### config.mk
export PLATFORM = sky130hd
export DESIGN_NAME = alu_seq
export DESIGN_NICKNAME = d
export VERILOG_FILES = /design/src/rtl/alu_seq.sv
export SDC_FILE = /design/constraint.sdc
export NUM_CORES = 1
export LEC_CHECK = 0
export ABC_CLOCK_PERIOD_IN_PS = 6400
export BUFFER_PORTS_ARGS = -buffer_cell sky130_fd_sc_hd__buf_4
export CAP_MARGIN = 20
export CORE_MARGIN = 3
export CORE_UTILIZATION = 53
export DETAILED_ROUTE_END_ITERATION = 6
export GPL_TIMING_DRIVEN = 0
export PLACE_DENSITY = 0.82
export SETUP_SLACK_MARGIN = 0.15
export SLEW_MARGIN = 40
export SYNTH_ARGS = -nofsm -noshare
export SYNTH_HDL_FRONTEND = slang
export SYNTH_SLANG_ARGS = --single-unit
### constraint.sdc
create_clock -name clk -period 6.4 [get_ports clk]
set_input_delay 0.64 -clock clk [delete_from_list [all_inputs] [get_ports clk]]
set_output_delay 0.64 -clock clk [all_outputs]
set_load 0.1 [all_outputs]
### src/rtl/alu_seq.sv
// Execution sequencer for the 11-bit signed ALU: accepts one decoded instruction,
// drives the external ALU from registered operands, clamps and commits to acc/flag.
module alu_seq #(
  parameter int W    = 11,
  parameter int VMAX = 999
) (
  input  logic                clk,
  input  logic                rst_n,
  input  logic                in_valid,
  output logic                in_ready,
  input  logic [3:0]          in_op,
  input  logic signed [W-1:0] in_arg1,
  input  logic signed [W-1:0] in_arg2,
  input  logic                flush,
  output logic [3:0]          alu_inst,
  output logic signed [W-1:0] alu_arg1,
  output logic signed [W-1:0] alu_arg2,
  output logic signed [W-1:0] alu_acc,
  input  logic signed [W-1:0] alu_out,
  output logic signed [W-1:0] acc,
  output logic [1:0]          flag,
  output logic                done,
  output logic                illegal
);

  typedef enum logic [1:0] {S_IDLE, S_EXEC, S_DONE} state_t;

  localparam logic signed [W-1:0] P_MAX = W'(VMAX);
  localparam logic signed [W-1:0] P_MIN = W'(-VMAX);

  state_t              r_state, w_next;
  logic [3:0]          r_op;
  logic signed [W-1:0] r_arg1, r_arg2, r_acc;
  logic [1:0]          r_flag;
  logic                r_illegal;
  logic                w_legal, w_alu_op, w_commit, w_accept;

  function automatic logic signed [W-1:0] clamp(input logic signed [W-1:0] x);
    if (x > P_MAX)      return P_MAX;
    else if (x < P_MIN) return P_MIN;
    else                return x;
  endfunction

  always_comb begin
    w_legal  = 1'b0;
    w_alu_op = 1'b0;
    case (r_op)
      4'd0, 4'd1, 4'd11, 4'd12, 4'd13: w_legal = 1'b1;
      4'd5, 4'd6, 4'd7, 4'd8, 4'd9: begin
        w_legal  = 1'b1;
        w_alu_op = 1'b1;
      end
      default: ;
    endcase
  end

  // flush in IDLE blocks acceptance; flush in EXEC suppresses the commit
  assign in_ready = (r_state == S_IDLE) && !flush;
  assign w_accept = in_ready && in_valid;
  assign w_commit = (r_state == S_EXEC) && !flush;

  always_comb begin
    w_next = r_state;
    case (r_state)
      S_IDLE:  if (w_accept) w_next = S_EXEC;
      S_EXEC:  w_next = flush ? S_IDLE : S_DONE;
      S_DONE:  w_next = S_IDLE;
      default: w_next = S_IDLE;
    endcase
  end

  always_ff @(posedge clk or negedge rst_n) begin
    if (!rst_n) begin
      r_state   <= S_IDLE;
      r_op      <= '0;
      r_arg1    <= '0;
      r_arg2    <= '0;
      r_acc     <= '0;
      r_flag    <= '0;
      r_illegal <= 1'b0;
    end else begin
      r_state <= w_next;
      if (w_accept) begin
        r_op   <= in_op;
        r_arg1 <= in_arg1;
        r_arg2 <= in_arg2;
      end
      if (w_commit) begin
        r_illegal <= !w_legal;
        case (r_op)
          4'd1:                         r_acc  <= clamp(r_arg1);
          4'd5, 4'd6, 4'd7, 4'd8, 4'd9: r_acc  <= clamp(alu_out);
          4'd11: r_flag <= (r_arg1 == r_arg2) ? 2'b01 : 2'b10;
          4'd12: r_flag <= (r_arg1 >  r_arg2) ? 2'b01 : 2'b10;
          4'd13: r_flag <= (r_arg1 <  r_arg2) ? 2'b01 : 2'b10;
          default: ;
        endcase
      end
    end
  end

  assign alu_inst = w_alu_op ? r_op : 4'd0;
  assign alu_arg1 = r_arg1;
  assign alu_arg2 = r_arg2;
  assign alu_acc  = r_acc;
  assign acc      = r_acc;
  assign flag     = r_flag;
  assign done     = (r_state == S_DONE);
  assign illegal  = done && r_illegal;

endmodule

Word-level counts from Yosys, hierarchy flattened
Index checks and enable logic that the tools add are counted.
- magnitude comparators: 6
- equal/unequal tests: 13
- multiplexer cells: 15
- reduce and logical (&&, ||, !) cells: 14
- operators with widths (kind ; count):
    two-way mux 11 bit ; 4
    greater-than comparator 11 bit (second input constant) ; 2
    less-than comparator 11 bit (second input constant) ; 2
    case mux 11 bit (2 select lines) ; 1
    equality test 4 bit (second input constant) ; 5
    equality test 4 x 3 -> 1 bit (second input constant) ; 3
    equality test 11 bit ; 1
    greater-than comparator 11 bit ; 1
    less-than comparator 11 bit ; 1
    two-way mux 2 bit ; 5
    OR reduction 10 bit ; 1
    case mux 2 bit (3 select lines) ; 1
    OR reduction 5 bit ; 1
    equality test 4 x 1 -> 1 bit (second input constant) ; 1
    logical AND 1 bit ; 4
    logical NOT 4 bit ; 1
    two-way mux 4 bit ; 1
    case mux 2 bit (2 select lines) ; 1
    AND reduction 2 bit ; 2
    nonzero test 3 bit ; 1
    equality test 2 x 1 -> 1 bit (second input constant) ; 1
    equality test 2 bit (second input constant) ; 1
    logical NOT 1 bit ; 2
    logical NOT 2 bit ; 1
    other kinds (3) ; 4
- register bits: 42
- bits of input ports: 41
- output and inout bits: 53
- logic and storage cells: 55

Longest topological paths before layout
- word-level depth: 5
- mapped depth: 8
- mapped depth without buffers: 8

Least setup slack after synthesis
Ideal clock, no wire load.
- kind: input -> register
- from: input flush
- to: register r_arg1[1], in the netlist alu_arg1[1]
- library setup time: 0.128 ns
- arrival: 3.697 ns
- data required time: 6.272 ns
- slack: 2.575 ns
- stages: 5
- buffers on the path: 2
- cells stage by stage: nor3_1 and2_1 buf_2 buf_2 mux2_1
- longest elaborated chain between the ends: 3
- RTL lines (item ; RTL line ; text):
    start: declaration ; 14 ; input logic flush,
    logical NOT 1 bit ; 58 ; assign in_ready = (r_state == S_IDLE) && !flush;
    logical AND 1 bit ; 58 ;
    logical AND 1 bit ; 59 ; assign w_accept = in_ready && in_valid;
    end signal: assignment ; 85 ; r_arg1 <= in_arg1;
    end: declaration ; 33 ; logic signed [W-1:0] r_arg1, r_arg2, r_acc;
No other way between the ends.
A chain may end at the register's enable or synchronous reset.

Worst setup path in the final report
- from: input alu_out[9]
- to: register r_acc[1], in the netlist acc[1]
- longest elaborated chain between the ends: 4
- elaborated cells on any way between the ends: 5
- classes of those cells: order compare: 2; mux: 3
- RTL lines (item ; RTL line ; text):
    start: declaration ; 19 ; input logic signed [W-1:0] alu_out,
    less-than comparator 11 bit ; 40 ; else if (x < P_MIN) return P_MIN;
    two-way mux 11 bit ; 40 ;
    two-way mux 11 bit * ; 39 ; if (x > P_MAX) return P_MAX;
    case mux 11 bit (2 select lines) * ; 90 ; case (r_op)
    end signal: assignment ; 91 ; 4'd1: r_acc <= clamp(r_arg1);
    end signal: assignment ; 92 ; 4'd5, 4'd6, 4'd7, 4'd8, 4'd9: r_acc <= clamp(alu_out);
    end: declaration ; 33 ;
Mark *: on every way between the ends. The rest lies on a longest branch, timed or not.

==> flow_metrics.py <==
metrics = {
    "worst_setup_path": {
        "critPathArrivalTime_ns": 2.65,
        "cp_slowest_cell": "or4_1",
        "critical_path.max_stage_delay_ns": 0.52,
        "start_kind": "input port",
        "path_cells": "buf_4 > or4_1 > o31ai_1 > ha_1 > clkbuf_1 > nand2b_1 > a221oi_2 > a21o_1",
        "cp_num_buf_inv": 2,
        "crit_type": "input port to register",
        "cp_top_family": "simple AND/OR/NAND/NOR gates",
        "end_kind": "register",
        "crit_fanout": 10,
        "required_ns": 6.64,
    },
    "global_routing": {
        "grt_usage_pct": 23.1,
        "grt_antenna_before_repair": 0,
        "grt_pass1_vias": 2014,
        "grt_overflow": 0,
        "grt_max_degree": 43,
        "grt_pass1_wl_um": 9730,
    },
    "clock_network": {
        "clkLatencyLatePin_ns": 0.29,
        "clkTransAtPathRegs_ns": 0.08,
        "numCtsBuffers": 5,
        "root_buffer": "clkbuf_8",
        "tritoncts": "built",
        "hold_buffers": 0,
        "cts_sinks": 42,
        "ctsResizeCount": 0,
        "htreeDepth": 2,
        "clk_path_buf_depth": 2,
        "post_cts_buffers": 0,
    },
    "routing": {
        "drtPass1Iterations": 4,
        "drt-vias-per-instance": 5.46,
        "drtIter0Drc": 154,
        "drc": 0,
        "routedWlPerCell_um": 15.5,
        "wl_um": 6170,
        "antenna_left": 0,
        "routed-via-count": 2179,
    },
    "yosys": {
        "synth_most_common_cell": "dfrtp_1",
        "synth_top_area_share_pct": 42.2,
        "ys_top_cells_by_count": "dfrtp_1, nand2_1",
        "async_flop_share_pct": 100,
        "postSynthNetCount": 300,
        "yosysSeqAreaShare_pct": 42.2,
        "synth-main-ff-cell": "dfrtp_1",
        "ys_warn_count": 0,
        "synth-edff-count": 0,
        "avgSynthCellArea_um2": 10.1,
        "synth_area_leaders": "dfrtp_1, ha_1, mux2_2",
        "synth_cell_types": 50,
        "synth_cells": 246,
        "yosysTopAreaCell": "dfrtp_1",
        "ys_seq_elements": 42,
        "syn-cell-area_mm2": 0.00249,
    },
    "floorplan": {
        "ios": 94,
        "rows": 24,
        "die_y_um": 74.5,
        "initial_core_util_pct": 56.0,
        "die_w_um": 74.5,
        "die-area_mm2": 0.00556,
        "core-area_mm2": 0.00444,
    },
    "place": {
        "placed_cell_area_mm2": 0.00325,
        "port_buffers": 93,
        "place_congestion": 0.891,
        "dp_hpwl_um": 4710,
    },
    "timing": {
        "setup_viol": 0,
        "max_freq_mhz": 415,
        "skew_ns": 0.00568,
        "period_share_pct": 37.7,
        "rsz0062_at_grt": "no",
        "hold_viol": 0,
        "drv_slew": 0,
        "slew_headroom_pct": 64.6,
        "totalNegativeSetupSlack_ns": 0,
        "fin_crit_ns": 2.41,
        "tightest_slew_ns": 0.531,
    },
    "cells_and_area": {
        "final_util_pct": 75.7,
        "antenna_cells": 0,
        "layout.nets": 400,
        "final_cell_area_mm2": 0.00336,
        "drive_gt1_share_pct": 43.8,
        "areaGrowthSynthToFinish_pct": 35.1,
    },
    "worst_hold_path": {
        "hold_path.class": "input port to asynchronous set/reset pin",
    },
    "run_status": {
        "status": "completed",
    },
    "run": {
        "cap_violations": 0,
    },
}
cell type report:
class | count | area [um^2]
multi-input combinational | 165 | 1230
sequential | 42 | 1050
tap | 52 | 65.1
buffer | 21 | 144
clock buffer | 8 | 110
timing repair buffer | 93 | 698
fill | 329 | 1080
inverter | 18 | 67.6
worst paths after layout:
kind	start	endpoint	slack [ns]	cells past startpoint
worst max-delay path	alu_out[9]	acc[1]	3.99	8
worst min-delay path	rst_n	r_illegal	0.31	1
worst max register to register	alu_arg1[7]	acc[1]	4.07	7
worst min register to register	flag[1]	flag[1]	0.51	1
max in group asynchronous	rst_n	acc[8]	5.71	1
min in group clk	flag[1]	flag[1]	0.51	1
cell families after synthesis:
family	after synthesis	synth area share, %
AO/OA/AOI/OAI	63	20.2
adder cells (fa/ha/maj)	13	6.53
buffers and inverters	39	8.49
flip-flops	42	42.2
multiplexers	12	5.43
AND/OR/NAND/NOR	77	17.1
per-stage QoR:
| stage | hold slack (ns) | std cells | setup slack [ns] |
|---|---|---|---|
| after global placement | 0.483 | 391 | 3.75 |
| final | 0.315 | 399 | 3.99 |
| after detailed placement | 0.492 | 391 | 3.70 |
| after CTS | 0.345 | 399 | 3.98 |
| after global routing | 0.372 | 399 | 3.88 |
| after floorplan | 0.344 | 246 | 2.57 |
worst reg2reg max path, cell delays in order, from the launching register on:
cell      delay (ns)
dfrtp_1         0.46
or4_1           0.54
o31ai_1         0.25
ha_1            0.27
buf_1           0.19
nand2b_1        0.21
a221oi_2        0.26
a21o_1          0.11
sequential cells by signal, summed over array words and instances (netlist names):
register / flops
acc: 11
alu_arg1: 11
alu_arg2: 11
flag: 2
r_illegal: 1
r_op: 4
r_state: 2
layer usage:
layer / up-vias / GRT usage (%) / share of wire [%] / wire (um)
li1: 1058 / - / - / -
met1: 1041 / 31.0 / 42 / 2610
met2: 71 / 38.0 / 49 / 3040
met3: 9 / 4.46 / 6.5 / 403
met4: 0 / 7.11 / 1.8 / 113
met5: - / 0 / 0 / 0
layout by cell type, fill, tap and decap left out, types with 4 or more instances in the layout:
cell type	instances
clkbuf_8	8
inv_1	16
o21ai_1	4
ha_1	13
nor2_1	16
nand2_1	20
a221oi_2	7
mux2_2	11
nand2b_1	16
dfrtp_1	42
buf_2	4
a21oi_1	6
a21o_1	8
o21ai_0	16
buf_4	107
Power is not shown: default switching activity piles up to over one toggle a cycle in this logic, so the estimate is an artifact.
